<file path="config.mk">
export PLATFORM = sky130hd
export DESIGN_NAME = exec_cc_stage
export DESIGN_NICKNAME = d
export VERILOG_FILES = /design/src/rtl/exec_pkg.sv /design/src/rtl/cc_eval.sv /design/src/rtl/exec_cc_stage.sv
export SDC_FILE = /design/constraint.sdc
export NUM_CORES = 1
export LEC_CHECK = 0
export CAP_MARGIN = 20
export CORE_MARGIN = 3
export CORE_UTILIZATION = 38
export DETAILED_ROUTE_END_ITERATION = 8
export GPL_TIMING_DRIVEN = 0
export PLACE_DENSITY = 0.77
export REMOVE_ABC_BUFFERS = 1
export SLEW_MARGIN = 20
export SYNTH_ARGS = -nofsm -noshare
export SYNTH_HDL_FRONTEND = slang
export SYNTH_HIERARCHICAL = 1
export SYNTH_SLANG_ARGS = --single-unit
</file>
<file path="constraint.sdc">
create_clock -name clk -period 1.3 [get_ports clk]
set_input_delay 0.13 -clock clk [delete_from_list [all_inputs] [get_ports clk]]
set_output_delay 0.13 -clock clk [all_outputs]
set_load 0.02 [all_outputs]
</file>
<file path="src/rtl/exec_pkg.sv">
// exec_pkg: shared ALU/condition codes, cc layout, reset cc value and buffer states.
package exec_pkg;
   typedef enum logic [1:0] {ALU_ADD, ALU_SUB, ALU_AND, ALU_XOR} alu_fun_e;
   typedef enum logic [3:0] {C_ALW, C_LE, C_L, C_E, C_NE, C_GE, C_G} ifun_e;
   typedef enum logic [1:0] {EMPTY, ONE, TWO} state_e;
   localparam int CC_ZF = 2;
   localparam int CC_SF = 1;
   localparam int CC_OF = 0;
   localparam logic [2:0] CC_RESET = 3'b100;
endpackage

</file>
<file path="src/rtl/cc_eval.sv">
// cc_eval: next flags from the ALU beat and condition from the current cc.
// Overflow tracking is enabled by defining EXEC_CC_OVF_EN.
module cc_eval
   import exec_pkg::*;
#(
   parameter int WIDTH = 64
) (
   input  logic [WIDTH-1:0] alu_a,
   input  logic [WIDTH-1:0] alu_b,
   input  logic [WIDTH-1:0] alu_res,
   input  logic [1:0]       alu_fun,
   input  logic [3:0]       ifun,
   input  logic [2:0]       cc,
   output logic [2:0]       cc_next,
   output logic             cnd
);
`ifdef EXEC_CC_OVF_EN
   localparam logic OVF_EN = 1'b1;
`else
   localparam logic OVF_EN = 1'b0;
`endif
   logic sa, sb, sr, raw_of, lt, zf;
   assign sa = alu_a[WIDTH-1];
   assign sb = alu_b[WIDTH-1];
   assign sr = alu_res[WIDTH-1];
   assign raw_of = (alu_fun == ALU_ADD) ? (sa == sb) && (sr != sa) :
                   (alu_fun == ALU_SUB) ? (sa != sb) && (sr != sb) : 1'b0;
   assign cc_next = {alu_res == '0, sr, OVF_EN && raw_of};
   // without overflow tracking the signed conditions collapse to SF alone
   assign lt = cc[CC_SF] ^ (OVF_EN && cc[CC_OF]);
   assign zf = cc[CC_ZF];
   always_comb begin
      cnd = 1'b0;
      case (ifun)
         C_ALW:   cnd = 1'b1;
         C_LE:    cnd = lt | zf;
         C_L:     cnd = lt;
         C_E:     cnd = zf;
         C_NE:    cnd = ~zf;
         C_GE:    cnd = ~lt;
         C_G:     cnd = ~lt & ~zf;
         default: cnd = 1'b0;
      endcase
   end
endmodule

</file>
<file path="src/rtl/exec_cc_stage.sv">
// exec_cc_stage: execute-stage result/condition register with a 2-entry skid buffer.
// Head entry drives the outputs directly; EXEC_CC_OVF_EN enables OF in cc_eval.
module exec_cc_stage
   import exec_pkg::*;
#(
   parameter int WIDTH = 64,
   parameter int DEPTH = 2
) (
   input  logic             clk,
   input  logic             rst_n,
   input  logic             in_valid,
   output logic             in_ready,
   input  logic [WIDTH-1:0] alu_a,
   input  logic [WIDTH-1:0] alu_b,
   input  logic [WIDTH-1:0] alu_res,
   input  logic [1:0]       alu_fun,
   input  logic [3:0]       ifun,
   input  logic             set_cc,
   input  logic             bubble,
   input  logic             out_ready,
   output logic             out_valid,
   output logic [WIDTH-1:0] out_res,
   output logic             out_cnd,
   output logic [2:0]       cc
);
   if (DEPTH != 2) begin : g_depth
      $error("exec_cc_stage supports DEPTH=2 only");
   end
   state_e state, state_nx;
   logic acc, emit, cnd, sk_cnd, new_cnd;
   logic [2:0] cc_nx;
   logic [WIDTH-1:0] sk_res, new_res;
   cc_eval #(.WIDTH(WIDTH)) u_cc (
      .alu_a(alu_a), .alu_b(alu_b), .alu_res(alu_res), .alu_fun(alu_fun),
      .ifun(ifun), .cc(cc), .cc_next(cc_nx), .cnd(cnd)
   );
   assign in_ready = state != TWO;
   assign out_valid = state != EMPTY;
   assign acc = in_valid && in_ready;
   assign emit = out_valid && out_ready;
   assign new_res = bubble ? '0 : alu_res;
   assign new_cnd = !bubble && cnd;
   always_comb begin
      state_nx = state;
      if (acc && !emit) state_nx = (state == EMPTY) ? ONE : TWO;
      else if (!acc && emit) state_nx = (state == TWO) ? ONE : EMPTY;
   end
   always_ff @(posedge clk or negedge rst_n)
      if (!rst_n) state <= EMPTY;
      else state <= state_nx;
   always_ff @(posedge clk or negedge rst_n) begin
      if (!rst_n) begin
         out_res <= '0;
         out_cnd <= 1'b0;
         sk_res  <= '0;
         sk_cnd  <= 1'b0;
         cc      <= CC_RESET;
      end else begin
         if (acc && set_cc && !bubble) cc <= cc_nx;
         // head takes the new beat when it is free or draining this cycle
         if ((state == EMPTY && acc) || (state == ONE && acc && emit)) begin
            out_res <= new_res;
            out_cnd <= new_cnd;
         end else if (state == TWO && emit) begin
            out_res <= sk_res;
            out_cnd <= sk_cnd;
         end
         if (state == ONE && acc && !emit) begin
            sk_res <= new_res;
            sk_cnd <= new_cnd;
         end
      end
   end
endmodule

</file>
======== After elaboration in Yosys (flattened, before gate mapping) ========
Index checks and enable logic that the tools add are counted.
Widths: inputs -> output; s select.
operators by class
  equal/unequal tests ..................... 9
  multiplexer cells ....................... 10
  bitwise gates (word level) .............. 4
  reduce and logical (&&, ||, !) cells .... 22
operators by type and width
  cell                number
  $mux 64             3
  $logic_not 64->1    1
  $eq 4x3->1 const B  3
  $logic_and 1x1->1   12
  $eq 4x2->1 const B  2
  $pmux 1 s7          1
  $mux 2              3
  $reduce_bool 2->1   3
  $eq 4x1->1 const B  1
  $logic_not 4->1     1
  $logic_not 1->1     3
  $mux 1              3
  $eq 2x1->1 const B  1
  $eq 2x2->1 const B  1
  $logic_not 2->1     1
  $ne 2x2->1 const B  1
  $not 1->1           2
  $and 1x1->1         1
  $logic_or 1x1->1    1
  $or 1x1->1          1
storage, ports and cells
  register bits ........................... 134
  input bits .............................. 204
  output and inout bits ................... 70
  word-level logic and storage cells ...... 51

======== Depth between registers and ports, before layout ========
Gate-level depths: netlist of the first run.
  depth in word-level cells ............... 6
  gate-level depth with buffers ........... 6

======== By module ========
Netlist of the first run, hierarchy kept.
modules (own cells, without submodules)
  module         times used  cells each  area an instance (um^2)  sequential area each (um^2)
  exec_cc_stage  1           515         5992.0                   3379.5
  cc_eval        1           32          214.0                    0.0

======== Worst setup path before layout of the first run ========
OpenSTA, ideal clock, no wires.
  path type ............................... register to register
  start point ............................. reg state[0]
  end point ............................... reg cc[1]
  library setup time ...................... 128 ps
  arrival ................................. 1245 ps
  required time ........................... 1172 ps
  setup slack ............................. -73 ps
  cell stages (with the launch flop) ...... 4
  path buffers ............................ 0
  clock period less this slack ............ 1373 ps
  path through ............................ dfrtp_1 -> nand2b_1 -> and4b_1 -> mux2_1
on the way
  cells in the longest elaborated chain, start to end .. 4
ends and longest elaborated chain
  item                             line                 RTL
  start, declared                  exec_cc_stage.sv:29  state_e state, state_nx;
  start signal, assigned           exec_cc_stage.sv:50  else state <= state_nx;
  $ne 2x2->1                       exec_cc_stage.sv:37  assign in_ready = state != TWO;
  named net in_ready               exec_cc_stage.sv:12  output logic in_ready,
  $logic_and 1x1->1                exec_cc_stage.sv:39  assign acc = in_valid && in_ready;
  $logic_and 1x1->1 (2 in series)  exec_cc_stage.sv:59  if (acc && set_cc && !bubble) cc <= cc_nx;
  end signal, assigned             exec_cc_stage.sv:59
  end, declared                    exec_cc_stage.sv:24  output logic [2:0] cc
The timed path passes the listed nets, and every way through them passes these cells.
A chain may end at the register's enable or synchronous reset.

======== Worst setup path after layout of the first run ========
  start point ............................. reg state[1]
  end point ............................... reg out_res[20]
on the way
  cells in the longest elaborated chain, start to end .. 6
  elaborated cells on any way between the ends .. 14
  classes of those cells .................. eq/ne: 3; mux: 1; reduce/logical: 10
ends and longest elaborated chain
  item                                                 line                 RTL
  $ne 2x2->1                                           exec_cc_stage.sv:37
  $logic_and 1x1->1                                    exec_cc_stage.sv:39
  $logic_and 1x1->1 (2 in series)                      exec_cc_stage.sv:61  if ((state == EMPTY && acc) || (state == ONE && acc && emit)) begin
  $logic_or 1x1->1                                     exec_cc_stage.sv:61
  $mux 64 / $reduce_bool 2->1 (equally long branches)  --
  end signal, assigned                                 exec_cc_stage.sv:62  out_res <= new_res;
  end signal, assigned                                 exec_cc_stage.sv:65  out_res <= sk_res;
  end, declared                                        exec_cc_stage.sv:22  output logic [WIDTH-1:0] out_res,
Several ways; a longest one is shown, not always the timed one.

==> key figures, run 1 <==
Status
  • Status: complete, but fails checks
  • Violated checks: negative setup slack

Final layout
  • Post-route cell area: 9724 µm²
  • Layout Nets: 933
  • # diodes: 0
  • Leading cell type in the layout, fill and taps excluded: dfrtp_1
  • Commonest non-fill, non-tap cells in the layout: dfrtp_1 (132), mux2i_1 (121), clkdlybuf4s50_1 (70)
  • Area grow syn2layout: 56.69%
  • Fraction of layout cells with a size suffix above 1: 29.38%
  • Fillers: 1239

Timing
  • Final setup vio count: between 100 and 150
  • Final period util: 126.2%
  • Min Tclk post-route: between 1.5 and 2 ns
  • Least-Margin Pin Slew: roughly 0.53 ns
  • Setup WS post-layout: -0.3401 ns
  • Clock Skew: 0.008508 ns
  • Fmax: slightly above 0.6 GHz
  • RSZ-0062 raised after global routing: yes
  • Relative slew slack: between 60 and 70%
  • Max-slew violations: 0
  • Final hold vios: 0

Detailed routing
  • 1st-iter DRT viols: 257
  • DR vias: 5048
  • Antenna viol nets, final: 0
  • Drt drc: 0
  • Drt total wl: 19.90 mm
  • WL per Instance: between 20 and 25 µm
  • Via density: between 5 and 6
  • DR pass1 iterations: 4

Floorplan
  • Row cnt: 46
  • Die width: about 130 µm
  • Die H: about 130 µm
  • Core ar.: about 16000 µm²
  • Initial Util: between 30% and 40%
  • IO Pins: 274
  • Die footprint: approximately 18000 µm²

Synthesis
  • Post-synth EDFFs: 0
  • Post-synthesis compound-gate area fraction: about 6.4%
  • Sequential area share after synthesis: ~54%
  • Register bit total from synthesis: about 140
  • Yosys cell types: 30
  • Fraction of the mapped netlist area in adder cells: 0%
  • Largest family of logic cells by synthesized area: multiplexers
  • Top cell type's share of synthesized area: approximately 54%
  • Mean Syn Cell Area: around 11 µm²
  • Mux contribution to synthesized area: about a fifth
  • Predominant post-synthesis flop cell: dfrtp_1
  • Synth Area in XOR/XNOR: 0%
  • Area contributors post-synth: dfrtp_1 (54%), mux2i_1 (21%), nand2b_1 (6.8%)
  • Synth area leader: dfrtp_1
  • Synthesized area: roughly 6200 µm²
  • Synth warn: 6
  • Synth async-reset ratio: between 90% and 100%
  • Simple-gate share of the synthesized area: between 10 and 15%
  • Synth Instances: 547

Pwr
  • Comb pwr share: between 20% and 30%
  • Reg power frac: just under 40%
  • Lkg Pwr: ~5 nW
  • Clock share of power: a little under a third
  • P_sw: around 0.005 W
  • Power, Total: around 0.015 W
  • Peak VDD IR: between 900 and 1000 µV
  • Cell Int Power: ~0.010 W
  • PwrDens: around 1500 nW/µm²
  • Net Sw Frac: approximately a third

Clocking
  • CTS Buf Count: 17
  • CTS max path bufs: 2
  • H-tree levels: 4
  • Clk_lat worst skew: between 0.4 and 0.5 ns
  • # clock sinks: 135
  • CTS tree: done
  • Root buf cell: clkbuf_16
  • Reg clk slew, reported paths: around 0.060 ns

Placement
  • Dpl ws: -1.100 ns
  • I/O Buffers: between 100 and 150
  • Dpl hpwl: 10.80 mm
  • Placer congestion estimate: 0.7314
  • Placed Area: approximately 8000 µm²

Worst setup path
  • Worst r2r path cells: 6
  • Crit start category: flop
  • CP Launch Point: state[1]
  • Worst Setup End Kind: flop
  • Reg2reg end: out_res[20]
  • Flop-to-flop setup slack: -0.34 ns
  • Worst R2R Start: state[1]
  • Req. time, crit path: between 1.5 and 2 ns
  • WP data arrival: around 1.9 ns
  • CP Class: flop to flop
  • Crit-path max FO: 10

Global route
  • Largest net degree at the start of global routing: 72
  • Global route overflow: 0
  • Vias in the first global route: approximately 5500
  • First-pass GRT wire length: 30.26 mm
  • All-layer global routing usage: 21.77%
  • Initial antenna violation count: 0

Worst hold path
  • HP Class: input port to async pin

Job
  • Max-Cap Viols: 0
[layout make-up]
cell class | count | area, µm² | share of cell area (%)
Clock buffer | 17 | 425.4 | 4.375
Clock inverter | 15 | 130.1 | 1.338
Inverter | 2 | 7.507 | 0.07720
Multi-Input combinational cell | 375 | 3162 | 32.51
Sequential cell | 135 | 3382 | 34.78
Tap cell | 216 | 270.3 | 2.779
Timing Repair Buffer | 198 | 2347 | 24.14
[power groups by stage]
stage	registers (W)	clock network, W	logic, W
floorplan	0.00629	0	0.00143
global placement	0.00575	0	0.00372
detailed placement	0.00581	0	0.00378
CTS	0.00583	0.00462	0.00417
global route	0.00606	0.00483	0.00477
finish	0.00595	0.00455	0.00448
[worst max-delay path, cell delays in order (launching register included)]
cell and delay, ns:
dfrtp_2 0.49, nand3b_1 0.18, buf_6 0.13, buf_8 0.10, buf_4 0.22, mux2i_2 0.24
mux2i_1 0.13
[state kept, by name, summed over array words and instances (netlist names)]
signal / count
out_res: 64
sk_res: 64
cc: 3
state: 2
out_cnd: 1
sk_cnd: 1
[timing repair]
action,CTS,global route
cloned,18,2
hold endpoints to repair,64,0
hold buffers,1,0
endpoints found under the setup margin,203,165
gates resized for setup,245,118
pin swaps,57,4
buffers inserted,19,9
[synth_stat cells, drive strengths merged, types with 2 or more instances]
library cell,count
mux2i,129
o221ai,2
nor2b,2
nand2,69
mux2,3
a21oi,3
inv,2
buf,27
dfrtp,134
clkbuf,10
nand4,4
o21ai,66
nor4,17
nand2b,67
[cells by family (layout without fill, tap and decap cells)]
logic type | Yosys count | after routing
flip-flops | 135 | 135
AO/OA/AOI/OAI | 75 | 75
buffers and inverters | 39 | 232
other | 1 | 1
AND/OR/NAND/NOR | 165 | 167
multiplexers | 132 | 132
[layer usage]
metal	vias to the layer above	wire length [µm]	GRT usage, %
li1	2290	-	-
met1	2524	7814	25.90
met2	199	10160	36.69
met3	35	1444	6.977
met4	0	476	8.800
met5	-	0	0
[metrics by stage]
stage | instances | hold WS, ns | setup TNS (ns) | utilization, %
after global placement | 869 | 0.4610 | -1219.47 | 48.24
after floorplan | 510 | -0.1656 | -309.15 | -
after detailed placement | 880 | 0.1099 | -91.99 | 49.63
final | 958 | 0.2498 | -29.93 | 61.00
after CTS | 950 | 0.2565 | -23.87 | 58.95
after global routing | 958 | 0.2782 | -35.67 | 61.00
[how the worst max path moves through the flow]
stage | end | slack [ns] | cells after the start
floorplan | sk_res[36] | -2.59 | 2
global placement | out_res[8] | -5.09 | 1
detailed placement | out_res[44] | -1.10 | 7
CTS | out_res[43] | -0.27 | 7
global route | out_res[20] | -0.37 | 6
finish | out_res[20] | -0.34 | 6
(Power assumes the default switching activity.)
==> run 2, diff against run 1 <==
--- a/config.mk
+++ b/config.mk
@@ -10,7 +10,7 @@
 export CORE_UTILIZATION = 38
 export DETAILED_ROUTE_END_ITERATION = 8
 export GPL_TIMING_DRIVEN = 0
-export PLACE_DENSITY = 0.77
+export PLACE_DENSITY = 0.76
 export REMOVE_ABC_BUFFERS = 1
 export SLEW_MARGIN = 20
 export SYNTH_ARGS = -nofsm -noshare
==> key figures, run 2 (synthesis results as in run 1) <==
Status
  • Status: complete, but fails checks (unchanged)
  • Violated checks: negative setup slack (unchanged)

Timing
  • Relative slew slack: 63.58% (was 64.64%)
  • Fmax: 0.6176 GHz (was 0.6097 GHz)
  • Least-Margin Pin Slew: 0.5463 ns (was 0.5256 ns)
  • Setup WS post-layout: -0.3191 ns (was -0.3401 ns)
  • Final period util: 124.5% (was 126.2%)
  • Final setup vio count: 135 (unchanged)
  • Clock Skew: 0.007333 ns (was 0.008508 ns)
  • Max-slew violations: 0 (unchanged)
  • RSZ-0062 raised after global routing: yes (unchanged)
  • Min Tclk post-route: 1.619 ns (was 1.640 ns)
  • Worst Hold Margin: 0.1595 ns (was 0.2498 ns)
  • Final hold vios: 0 (unchanged)

Global route
  • Largest net degree at the start of global routing: 75 (was 72)
  • First-pass GRT wire length: 31.53 mm (was 30.26 mm)
  • Global route overflow: 0 (unchanged)
  • Vias in the first global route: 5466 (was 5496)
  • All-layer global routing usage: 23.05% (was 21.77%)
  • Initial antenna violation count: 0 (unchanged)

Job
  • Max-Cap Viols: 0 (unchanged)

Floorplan
  • IO Pins: 274 (unchanged)
  • Core ar.: 15940 µm² (unchanged)
  • Initial Util: 38.93% (unchanged)
  • Row cnt: 46 (unchanged)
  • Die H: 133.8 µm (unchanged)
  • Die width: 133.8 µm (unchanged)
  • Die footprint: 17900 µm² (unchanged)

Clocking
  • # clock sinks: 135 (unchanged)
  • CTS Buf Count: 17 (unchanged)
  • H-tree levels: 4 (unchanged)
  • Reg clk slew, reported paths: 0.06 ns (about the same)
  • CTS max path bufs: 2 (unchanged)
  • Root buf cell: clkbuf_16 (unchanged)
  • CTS tree: done (unchanged)
  • Clk_lat worst skew: 0.42 ns (about the same)

Final layout
  • Fraction of layout cells with a size suffix above 1: 24.64% (was 29.38%)
  • Area grow syn2layout: 60.30% (was 56.69%)
  • Final Non-Filler Cells: 979 (was 958)
  • FF/Latch Area: 3382 µm² (unchanged)
  • Multi-input logic area: 3038 µm² (was 3162 µm²)
  • Commonest non-fill, non-tap cells in the layout: dfrtp_1 (132), mux2i_1 (124), dlygate4sd2_1 (71) (was dfrtp_1 (132), mux2i_1 (121), clkdlybuf4s50_1 (70))
  • Largest regs: out_res (64), sk_res (64), cc (3) (unchanged)
  • # diodes: 0 (unchanged)
  • Leading cell type in the layout, fill and taps excluded: dfrtp_1 (unchanged)
  • Fillers: 1214 (was 1239)
  • Layout Nets: 954 (was 933)

Pwr
  • Lkg Pwr: 5.088 nW (was 4.857 nW)
  • PwrDens: 1542 nW/µm² (was 1540 nW/µm²)
  • Peak VDD IR: 860.7 µV (was 931.9 µV)

Detailed routing
  • Via density: 5.263 (was 5.269)
  • Drt drc: 0 (unchanged)
  • Drt total wl: 20.57 mm (was 19.90 mm)
  • DR vias: 5152 (was 5048)
  • 1st-iter DRT viols: 236 (was 257)
  • DR pass1 iterations: 4 (unchanged)
  • WL per Instance: 21.01 µm (was 20.77 µm)
  • Antenna viol nets, final: 0 (unchanged)

Worst setup path
  • Worst Setup End Kind: flop (unchanged)
  • WP data arrival: 1.96 ns (was 1.92 ns)
  • Crit-path max FO: 6 (was 10)
  • CP Class: flop to flop (unchanged)
  • Crit start category: flop (unchanged)
  • Worst R2R Start: state[0] (was state[1])
  • Flop-to-flop setup slack: -0.32 ns (was -0.34 ns)
  • Reg2reg end: out_res[4] (was out_res[20])
  • Worst r2r path cells: 6 (unchanged)
  • Req. time, crit path: 1.64 ns (was 1.58 ns)

Worst hold path
  • Hold depth: 3
  • HP Class: input port to flop (was input port to async pin)
  • Hold EP: out_res[28]
  • HP Start: alu_res[28]

Placement
  • Placed Cells: 880 (unchanged)
  • Dpl hpwl: 10.76 mm (was 10.80 mm)
  • I/O Buffers: 143 (unchanged)
  • Placer congestion estimate: 0.7610 (was 0.7314)
-- run 2: report_power, final --
part / total [W] / internal [W] / switching [W]
combinational: 0.00460 / 0.00224 / 0.00237
sequential: 0.00583 / 0.00519 / 0.000643
clock: 0.00491 / 0.00311 / 0.00179
total: 0.0153 / 0.0105 / 0.00480
-- run 2: routing by layer --
| layer | GRT usage (%) | vias to the layer above | wire [µm] |
|---|---|---|---|
| li1 | - | 2345 | - |
| met1 | 26.42 | 2590 | 8015 |
| met2 | 40.54 | 172 | 10610 |
| met3 | 6.339 | 45 | 1245 |
| met4 | 9.771 | 0 | 693 |
| met5 | 0 | - | 0 |
-- run 2: worst max-delay path by stage --
stage / endpoint / slack, ns / cells past startpoint / from
2_1_floorplan: sk_res[36] / -2.59 / 2 / state[1]
5_1_grt: out_res[15] / -0.36 / 6 / state[0]
3_3_place_gp: out_res[32] / -5.02 / 1 / rst_n
6_report: out_res[4] / -0.32 / 6 / state[0]
4_1_cts: out_res[29] / -0.25 / 6 / state[0]
3_5_place_dp: out_res[29] / -0.98 / 6 / out_ready
-- run 2: area by class of cell --
cell class                      count  area share (%)
Inverter                            2         0.07546
Clock buffer                       24           4.742
Tap cell                          216           2.717
Sequential cell                   135           34.00
Multi-Input combinational cell    377           30.54
Clock inverter                      8           1.220
Timing Repair Buffer              217           26.71
-- run 2: critical path, stage by stage, from the launching register on --
cell and delay, ns:
dfrtp_2 0.45, nand3b_1 0.30, buf_6 0.20, buf_8 0.13
buf_6 0.13, mux2i_4 0.17, mux2i_1 0.15
-- run 2: timing repair --
action / in CTS / in global routing
hold endpoints to repair: 60 / 0
pin swaps: 49 / 3
hold buffers: 1 / 0
gates cloned: 25 / 1
gates resized for setup: 261 / 39
buffers inserted: 32 / 11
endpoints found under the setup margin: 203 / 153
-- run 2: stage by stage --
stage / utilization, % / setup TNS, ns / area, µm² / setup slack [ns] / power (W)
2_1_floorplan: - / -309.15 / 5989 / -2.587 / 0.007722
3_3_place_gp: 48.24 / -1219.38 / 7691 / -5.017 / 0.009485
3_5_place_dp: 49.58 / -94.14 / 7905 / -0.9809 / 0.009594
4_1_cts: 61.60 / -21.07 / 9821 / -0.2479 / 0.01521
5_1_grt: 62.40 / -33.27 / 9948 / -0.3589 / 0.01599
6_report: 62.40 / -27.34 / 9948 / -0.3191 / 0.01534
==> run 3, diff against run 2 <==
--- a/config.mk
+++ b/config.mk
@@ -12,6 +12,7 @@
 export GPL_TIMING_DRIVEN = 0
 export PLACE_DENSITY = 0.76
 export REMOVE_ABC_BUFFERS = 1
+export SETUP_SLACK_MARGIN = 0.4
 export SLEW_MARGIN = 20
 export SYNTH_ARGS = -nofsm -noshare
 export SYNTH_HDL_FRONTEND = slang
==> key figures, run 3 (synthesis results as in run 1) <==
Status
  • Status: complete, but fails checks (unchanged)
  • Violated checks: negative hold slack, negative setup slack (was negative setup slack)

Detailed routing
  • 1st-iter DRT viols: 230 (was 236)
  • Drt drc: 0 (unchanged)
  • WL per Instance: 20.09 µm (was 21.01 µm)
  • Via density: 5.225 (was 5.263)
  • Antenna viol nets, final: 0 (unchanged)
  • DR vias: 5230 (was 5152)
  • DR pass1 iterations: 5 (was 4)
  • Drt total wl: 20.11 mm (was 20.57 mm)

Clocking
  • H-tree levels: 4 (unchanged)
  • CTS max path bufs: 2 (unchanged)
  • Clk_lat worst skew: 0.42 ns (about the same)
  • CTS tree: done (unchanged)
  • # clock sinks: 135 (unchanged)
  • CTS Buf Count: 17 (unchanged)
  • Reg clk slew, reported paths: 0.06 ns (about the same)
  • Root buf cell: clkbuf_16 (unchanged)

Worst setup path
  • CP Class: flop to flop (unchanged)
  • Crit-path max FO: 8 (was 6)
  • Flop-to-flop setup slack: -0.25 ns (was -0.32 ns)
  • Crit start category: flop (unchanged)
  • Reg2reg end: out_res[41] (was out_res[4])
  • Req. time, crit path: 1.59 ns (was 1.64 ns)
  • Worst Setup End Kind: flop (unchanged)
  • WP data arrival: 1.84 ns (was 1.96 ns)
  • Worst r2r path cells: 6 (unchanged)
  • CP Launch Point: state[0] (unchanged)
  • Worst R2R Start: state[0] (unchanged)

Global route
  • Largest net degree at the start of global routing: 75 (unchanged)
  • Global route overflow: 0 (unchanged)
  • First-pass GRT wire length: 27.59 mm (was 31.53 mm)
  • All-layer global routing usage: 19.58% (was 23.05%)
  • Initial antenna violation count: 0 (unchanged)
  • Vias in the first global route: 5169 (was 5466)

Floorplan
  • Die H: 133.8 µm (unchanged)
  • Row cnt: 46 (unchanged)
  • Initial Util: 38.93% (unchanged)
  • Die width: 133.8 µm (unchanged)
  • Die footprint: 17900 µm² (unchanged)
  • IO Pins: 274 (unchanged)
  • Core ar.: 15940 µm² (unchanged)

Timing
  • Setup WS post-layout: -0.2457 ns (was -0.3191 ns)
  • Min Tclk post-route: 1.546 ns (was 1.619 ns)
  • Worst Hold Margin: -0.3569 ns (was 0.1595 ns)
  • Clock Skew: 0.009431 ns (was 0.007333 ns)
  • Max-slew violations: 0 (unchanged)
  • Final hold vios: 60 (was 0)
  • RSZ-0062 raised after global routing: yes (unchanged)
  • Setup TNS: -20.29 ns (was -27.34 ns)
  • Final setup vio count: 135 (unchanged)
  • Fmax: 0.6469 GHz (was 0.6176 GHz)
  • Least-Margin Pin Slew: 0.5068 ns (was 0.5463 ns)
  • Relative slew slack: 66.21% (was 63.58%)
  • Final period util: 118.9% (was 124.5%)

Pwr
  • PwrDens: 1586 nW/µm² (was 1542 nW/µm²)
  • Cell Int Power: 0.01101 W (was 0.01054 W)
  • Reg power frac: 37.1% (was 38.0%)
  • Power, Total: 0.01585 W (was 0.01534 W)
  • P_sw: 0.004838 W (was 0.004803 W)
  • Peak VDD IR: 895.2 µV (was 860.7 µV)
  • Clock share of power: 30.9% (was 32.0%)
  • Lkg Pwr: 5.189 nW (was 5.088 nW)
  • Comb pwr share: 32.1% (was 30.0%)
  • Net Sw Frac: 30.53% (was 31.31%)

Final layout
  • Area grow syn2layout: 61.07% (was 60.30%)
  • Largest regs: out_res (64), sk_res (64), cc (3) (unchanged)
  • Layout Nets: 976 (was 954)
  • Commonest non-fill, non-tap cells in the layout: dfrtp_1 (132), mux2i_1 (125), buf_6 (85) (was dfrtp_1 (132), mux2i_1 (124), dlygate4sd2_1 (71))
  • Multi-input logic area: 2957 µm² (was 3038 µm²)
  • Leading cell type in the layout, fill and taps excluded: dfrtp_1 (unchanged)
  • Fraction of layout cells with a size suffix above 1: 31.85% (was 24.64%)
  • Post-route cell area: 9996 µm² (was 9948 µm²)
  • Fillers: 1189 (was 1214)
  • Final Non-Filler Cells: 1001 (was 979)
  • FF/Latch Area: 3382 µm² (unchanged)
  • # diodes: 0 (unchanged)

Placement
  • Placer congestion estimate: 0.7610 (unchanged)
  • I/O Buffers: 143 (unchanged)
  • Dpl hpwl: 10.76 mm (unchanged)
  • Dpl ws: -0.9809 ns (unchanged)
  • Placed Cells: 880 (unchanged)
  • Placed Area: 7905 µm² (unchanged)

Worst hold path
  • HP Class: input port to async pin (was input port to flop)

Job
  • Max-Cap Viols: 0 (unchanged)
-- run 3: cell count changes in the layout (fill, tap and decap cells not counted), moves of 6 or more --
cell and delta:
clkdlybuf4s15_1 -13, buf_16 -17, dlygate4sd2_1 -63, dlymetal6s2s_1 +11
clkbuf_16 +6, buf_6 +72, nand2_1 +20, nand2_2 -15
buf_4 +34
-- run 3: what timing repair did --
item	4_1_cts	5_1_grt
endpoints found under the setup margin	205	205
endpoints found under the hold margin	60	60
resized for setup	428	143
pin swaps	15	17
cloned	7	13
setup buffers	39	30
-- run 3: through the flow --
| step | utilization, % | hold slack [ns] |
|---|---|---|
| after floorplan | - | -0.1656 |
| after global placement | 48.24 | 0.4615 |
| after detailed placement | 49.58 | 0.1038 |
| after CTS | 57.79 | -0.3419 |
| after global routing | 62.70 | -0.3245 |
| final | 62.70 | -0.3569 |
-- run 3: routing by layer --
layer | routed length (µm) | GRT usage [%] | up-vias
met5 | 0 | 0 | -
met4 | 722 | 6.914 | 0
met3 | 1345 | 6.002 | 47
met2 | 10360 | 33.32 | 202
met1 | 7674 | 23.60 | 2622
li1 | - | - | 2359
-- run 3: critical path, stage by stage, from the launching register on --
cell	delay [ns]
dfrtp_2	0.43
nand3b_1	0.22
buf_6	0.18
buf_12	0.15
buf_12	0.14
mux2i_1	0.18
mux2i_1	0.11
-- run 3: area by class of cell --
| class | count | share of cell area (%) |
|---|---|---|
| Inverter | 2 | 0.07510 |
| Tap cell | 216 | 2.704 |
| Timing Repair Buffer | 240 | 27.88 |
| Sequential cell | 135 | 33.83 |
| Multi-Input combinational cell | 376 | 29.58 |
| Clock buffer | 24 | 4.719 |
| Clock inverter | 8 | 1.214 |
-- run 3: power groups by stage --
stage,Clock [W],Sequential [W],Combinational [W]
6_report,0.00489,0.00588,0.00508
5_1_grt,0.00513,0.00599,0.00540
4_1_cts,0.00495,0.00580,0.00434
3_5_place_dp,0,0.00581,0.00378
3_3_place_gp,0,0.00575,0.00373
2_1_floorplan,0,0.00629,0.00143
-- run 3: worst max path at each step --
stage / endpoint / slack, ns / cells after the start
floorplan: sk_res[36] / -2.59 / 2
global placement: out_res[32] / -5.02 / 1
detailed placement: out_res[29] / -0.98 / 6
CTS: out_valid / -0.15 / 2
global route: out_res[41] / -0.32 / 6
finish: out_res[41] / -0.25 / 6
==> RTL edit 1, RTL diff (settings of run 2) <==
`WIDTH` is set to 64 in 2 places; all go to 128.
--- a/src/rtl/cc_eval.sv
+++ b/src/rtl/cc_eval.sv
@@ -3,7 +3,7 @@
 module cc_eval
    import exec_pkg::*;
 #(
-   parameter int WIDTH = 64
+   parameter int WIDTH = 128
 ) (
    input  logic [WIDTH-1:0] alu_a,
    input  logic [WIDTH-1:0] alu_b,
--- a/src/rtl/exec_cc_stage.sv
+++ b/src/rtl/exec_cc_stage.sv
@@ -3,7 +3,7 @@
 module exec_cc_stage
    import exec_pkg::*;
 #(
-   parameter int WIDTH = 64,
+   parameter int WIDTH = 128,
    parameter int DEPTH = 2
 ) (
    input  logic             clk,
Interface: changed (resized alu_a, alu_b, alu_res and out_res); port bits go from 274 to 530. The function was not compared with the original's and may differ.
==> RTL edit 1 against run 2 <==
- the run still ends with setup timing left
- sequential cell count increased by 128
- setup slack got worse by 0.043 ns
- hold slack got worse by 0.13 ns
- power increased by 89%
- combinational power increased by 100%
- cell count increased by 90%
- wire length increased by 120%
- cell area increased by 95%
- synthesized area increased by 95%
- critical endpoint is now sk_res[122]$_DFFE_PN0P_
- largest cell class unchanged
- largest power group unchanged
==> RTL edit 1: results (changes against run 2) <==
- Setup ws final: -0.362 ns (was -0.319 ns)
- Post-CTS Setup Bufs: 31 (was 32)
- Post-Place Setup Slack: -1.36 ns (was -0.981 ns)
- Reg2reg setup slack: -0.36 ns (was -0.32 ns)
- Placed insts: 1664 (was 880)
- Crit path max fanout: 7 (was 6)
- Grt met1 use: 0.288 (was 0.264)
- M1 WL: 18600 um (was 8020 um)
- Met2 wire length: 21300 um (was 10600 um)
- Via count: 10300 (was 5152)
- Post-DP Area: 15200 um^2 (was 7910 um^2)
- GRT met2 Usage: 0.368 (was 0.405)
- Largest net degree at the start of global routing: 84 (was 75)
- Post-cts repair resize count: 830 (was 261)
- Fillers: 2245 (was 1214)
- First-pass iteration count of the detailed router: 5 (was 4)
- Final Skew: 0.0261 ns (was 0.00733 ns)
- Routability congestion estimate: 0.793 (was 0.761)
- Initial antenna violation count: 11 (was 0)
- Detailed Place HPWL: 23600 um (was 10800 um)
- Crit path arrival time: 2.09 ns (was 1.96 ns)
- Setup tns final: -58.46 ns (was -27.34 ns)
- Setup violators final: 260 (was 135)
- Routed vias/inst: 5.51 (was 5.26)
- Gate power share: 0.324 (was 0.300)
- Initial DRC count: 483 (was 236)
- Synth cell types: 32 (was 30)
- Layout cells sized above 1: 0.392 (was 0.246)
- Failing checks: setup timing (unchanged)
- # nets final: 1843 (was 954)
- H-Tree Depth: 1 (was 4)
- Clock latency on the worst-skew pair: 0.56 ns (was 0.42 ns)
- P_leak: 0.0101 uW (was 0.00509 uW)
- Synth top area cells: dfrtp_1 54%, mux2i_1 21%, nand2b_1 6.8%, o21ai_1 5.2%, nand2_1 4.1% (was dfrtp_1 54%, mux2i_1 21%, nand2b_1 6.8%, nand2_1 4.2%, o21ai_0 3.6%)
- First-pass GRT wire length: 60400 um (was 31500 um)
- Clk pwr share: 0.276 (was 0.320)
- Int Power: 19100 uW (was 10500 uW)
- CTS Buf Count: 29 (was 17)
- Clk buf depth: 3 (was 2)
- Cells after Synth: 1052 (was 547)
- Final hold slack: 0.0263 ns (was 0.160 ns)
- CTS Hold Bufs: 31 (was 1)
- Regs by FF count: out_res: 128 flops, sk_res: 128 flops, cc: 3 flops (was out_res: 64 flops, sk_res: 64 flops, cc: 3 flops)
- Total track usage: 0.229 (was 0.230)
- Port Buffer Count: 271 (was 143)
- Seq/Total Area, Yosys: 0.543 (was 0.545)
- Met3 Wirelength: 3860 um (was 1250 um)
- Post-synth top cells: 262 x dfrtp_1, 257 x mux2i_1, 132 x nand2_1 (was 134 x dfrtp_1, 129 x mux2i_1, 69 x nand2_1)
- Status: complete, but fails checks (unchanged)
- Switching share of power: 0.341 (was 0.313)
- Grt met3 use: 0.0705 (was 0.0634)
RTL edit 1: cell count changes after synthesis, moves of 4 or more:
cell,run 2,this run
nand2_1,69,132
o21ai_1,21,127
nand4_1,4,8
buf_6,3,24
nor4_1,15,31
nand2b_1,67,131
mux2i_1,129,257
dfrtp_1,134,262
o21ai_0,45,3
buf_4,10,18
clkbuf_1,10,25
buf_2,14,3
RTL edit 1: worst paths after layout:
kind                                         from                      end  depth (start not counted)
max                          state[1]$_DFFE_PN0P_  sk_res[122]$_DFFE_PN0P_                          7
min reg2reg                sk_res[78]$_DFFE_PN0P_   sk_res[78]$_DFFE_PN0P_                          2
max reg2reg                  state[1]$_DFFE_PN0P_  sk_res[122]$_DFFE_PN0P_                          7
min                                   alu_res[62]   sk_res[62]$_DFFE_PN0P_                          3
min in group asynchronous                   rst_n  out_res[47]$_DFFE_PN0P_                          2
max in group asynchronous                   rst_n  out_res[85]$_DFFE_PN0P_                          3
RTL edit 1: cells by family (layout without fill, tap and decap cells):
kind of cell	after synthesis	in the layout	share of synthesized area
simple gates	314	316	0.138
flops	263	263	0.543
mux	260	260	0.215
compound gates	140	140	0.0592
buf+inv	74	481	0.0446
other cells	1	6	0.000309
RTL edit 1: cell type report:
class	count	area (um^2)	share of cell area
Tap cell	396	495	0.0256
Multi-Input combinational cell	717	6370	0.329
Clock inverter	5	68.8	0.00355
Antenna cell	5	12.5	0.000646
Clock buffer	40	837	0.0432
Inverter	2	7.51	0.000388
Sequential cell	263	6590	0.340
Timing Repair Buffer	434	4980	0.257
RTL edit 1: critical path, cell delays in order, from the launching register on:
cell,delay (ns)
dfrtp_2,0.47
nand4bb_4,0.27
buf_12,0.18
buf_16,0.14
buf_16,0.16
clkbuf_16,0.18
nand2_4,0.06
o21ai_2,0.06
==> RTL edit 2, RTL diff (config.mk and constraints of run 2) <==
Without the edit above. Make the reset (`rst_n`) synchronous in 2 clocked blocks.
--- a/src/rtl/exec_cc_stage.sv
+++ b/src/rtl/exec_cc_stage.sv
@@ -45,10 +45,10 @@
       if (acc && !emit) state_nx = (state == EMPTY) ? ONE : TWO;
       else if (!acc && emit) state_nx = (state == TWO) ? ONE : EMPTY;
    end
-   always_ff @(posedge clk or negedge rst_n)
+   always_ff @(posedge clk)
       if (!rst_n) state <= EMPTY;
       else state <= state_nx;
-   always_ff @(posedge clk or negedge rst_n) begin
+   always_ff @(posedge clk) begin
       if (!rst_n) begin
          out_res <= '0;
          out_cnd <= 1'b0;
Formal check against the unedited RTL: differs if rst_n is asserted again (counterexample within 4 cycles, from zero or initial values and one cycle with rst_n low); with rst_n held inactive, the same outputs for 4 cycles.
==> RTL edit 2 against run 2 <==
- the run still ends with setup timing left
- setup slack lost 0.027 ns
- cell area shrank 9.9%
- die area shrank 7.7%
- cell count shrank 3.8%
- sequential cell count is the same
- utilization shrank 0.96 points
- wire length grew 9.7%
- synthesized area shrank 8.1%
- largest cell class is now multi-input combinational cells
Power is not compared: it rests on default switching activity, and its combinational part moved more than twofold at a synthesized area within 25%.
==> RTL edit 2: results (changes against run 2) <==
- Seq/Total Area, Yosys: 0.474 (was 0.545)
- Routability congestion estimate: 0.782 (was 0.761)
- First-pass iteration count of the detailed router: 5 (was 4)
- Status: complete, but fails checks (unchanged)
- Port Buffer Count: 143 (unchanged)
- Setup violators final: 134 (was 135)
- Final Skew: 0.00851 ns (was 0.00733 ns)
- # nets final: 949 (was 954)
- Worst slew pin tran: 0.694 ns (was 0.546 ns)
- Crit path max fanout: 8 (was 6)
- First-pass GRT wire length: 31800 um (was 31500 um)
- Synth cell types: 36 (was 30)
- Layout cells sized above 1: 0.227 (was 0.246)
- Total track usage: 0.243 (was 0.230)
- Async SR Flop Fraction: 0 (was 1.00)
- Detailed Place HPWL: 11300 um (was 10800 um)
- Antenna diodes: 0 (unchanged)
- Post-DP Area: 7310 um^2 (was 7910 um^2)
- Post-synth top cells: 135 x dfxtp_1, 72 x nand2_1, 66 x nand3b_1 (was 134 x dfrtp_1, 129 x mux2i_1, 69 x nand2_1)
- Routed WL: 22600 um (was 20600 um)
- Via count: 5956 (was 5152)
- Min-delay worst type: input port to flip-flop (unchanged)
- Fillers: 1147 (was 1214)
- CP max-delay cell: dfxtp_4 (was dfrtp_2)
- Failing checks: setup timing (unchanged)
- Largest net degree at the start of global routing: 71 (was 75)
- Synth top area cells: dfxtp_1 47%, a221o_1 11%, nor4b_1 10%, nand3b_1 8.7%, a21oi_1 5.7% (was dfrtp_1 54%, mux2i_1 21%, nand2b_1 6.8%, nand2_1 4.2%, o21ai_0 3.6%)
- Vias in the first global route: 5834 (was 5466)
- Setup ws final: -0.346 ns (was -0.319 ns)
- CP max stage delay: 0.36 ns (was 0.45 ns)
- Initial DRC count: 635 (was 236)
[RTL edit 2: changes by cell type in the layout (fill, tap and decap cells not counted), sizes merged, moves of 17 or more]
cell,before,now
a21oi,3,65
a221o,0,65
buf,77,54
clkdlybuf4s50,49,15
dfrtp,134,0
dfxtp,0,135
dlygate4sd2,71,91
dlymetal6s2s,0,17
mux2i,129,5
nand2b,67,1
nand3b,1,66
nor4b,0,65
o21ai,66,1
[RTL edit 2: logic make-up after synthesis]
kind of cell,Yosys count,synth area share
buffers and inverters,70,0.0590
muxes,5,0.00877
DFF,135,0.474
other,1,0.000657
AOI/OAI and AO/OA,138,0.182
and+or+nand+nor,239,0.276
[RTL edit 2: final cells by class]
type / instances / area (um^2) / area share
Sequential cell: 135 / 2710 / 0.302
Timing Repair inverter: 1 / 8.76 / 0.000977
Clock inverter: 10 / 116 / 0.0130
Inverter: 3 / 37.5 / 0.00419
Timing Repair Buffer: 200 / 2240 / 0.250
Tap cell: 184 / 230 / 0.0257
Multi-Input combinational cell: 387 / 3130 / 0.349
Clock buffer: 22 / 494 / 0.0551
[RTL edit 2: path summary, 6_finish.rpt]
path / startpoint / endpoint / slack (ns) / cells past startpoint
worst max-delay path: state[0]$_SDFFE_PN0P_ / out_res[43]$_SDFFE_PN0P_ / -0.35 / 7
worst min register to register: sk_res[12]$_SDFFE_PN0P_ / sk_res[12]$_SDFFE_PN0P_ / 0.46 / 2
worst min-delay path: alu_res[1] / sk_res[1]$_SDFFE_PN0P_ / 0.05 / 3
worst max register to register: state[0]$_SDFFE_PN0P_ / out_res[43]$_SDFFE_PN0P_ / -0.35 / 7
[RTL edit 2: per-stage QoR]
step	worst slack (ns)	setup TNS, ns	std cells	total power (uW)
after floorplan	-3.56	-302.44	521	4920
after global placement	-7.57	-689.98	848	5590
after detailed placement	-1.54	-128.53	862	5700
final	-0.346	-25.41	942	10800
after CTS	-0.337	-25.26	922	10600
after global routing	-0.379	-31.02	942	11200
[RTL edit 2: power by group]
| part | switching, uW | leakage (uW) | total, uW | internal [uW] |
|---|---|---|---|---|
| sequential | 88.9 | 0.00110 | 4350 | 4270 |
| clock | 1860 | 0.000287 | 4940 | 3080 |
| combinational | 830 | 0.00209 | 1560 | 727 |
[RTL edit 2: what timing repair did]
item	CTS	global route
endpoints found under the setup margin	204	146
cloned	6	10
resized for setup	154	118
setup buffers	22	10
pin swaps	23	26
[RTL edit 2: routing by layer]
layer  GRT usage  share of wire  vias up
li1            -              -     2580
met1       0.317           0.41     2924
met2       0.386           0.47      405
met3      0.0677           0.10       47
met4      0.0859          0.022        0
met5           0              0        -
[RTL edit 2: critical path, delay by kind of cell (launching register included)]
family | cells | cell delay [ns]
simple gates | 1 | 0.27
compound gates | 2 | 0.34
buf+inv | 4 | 0.56
flops | 1 | 0.36
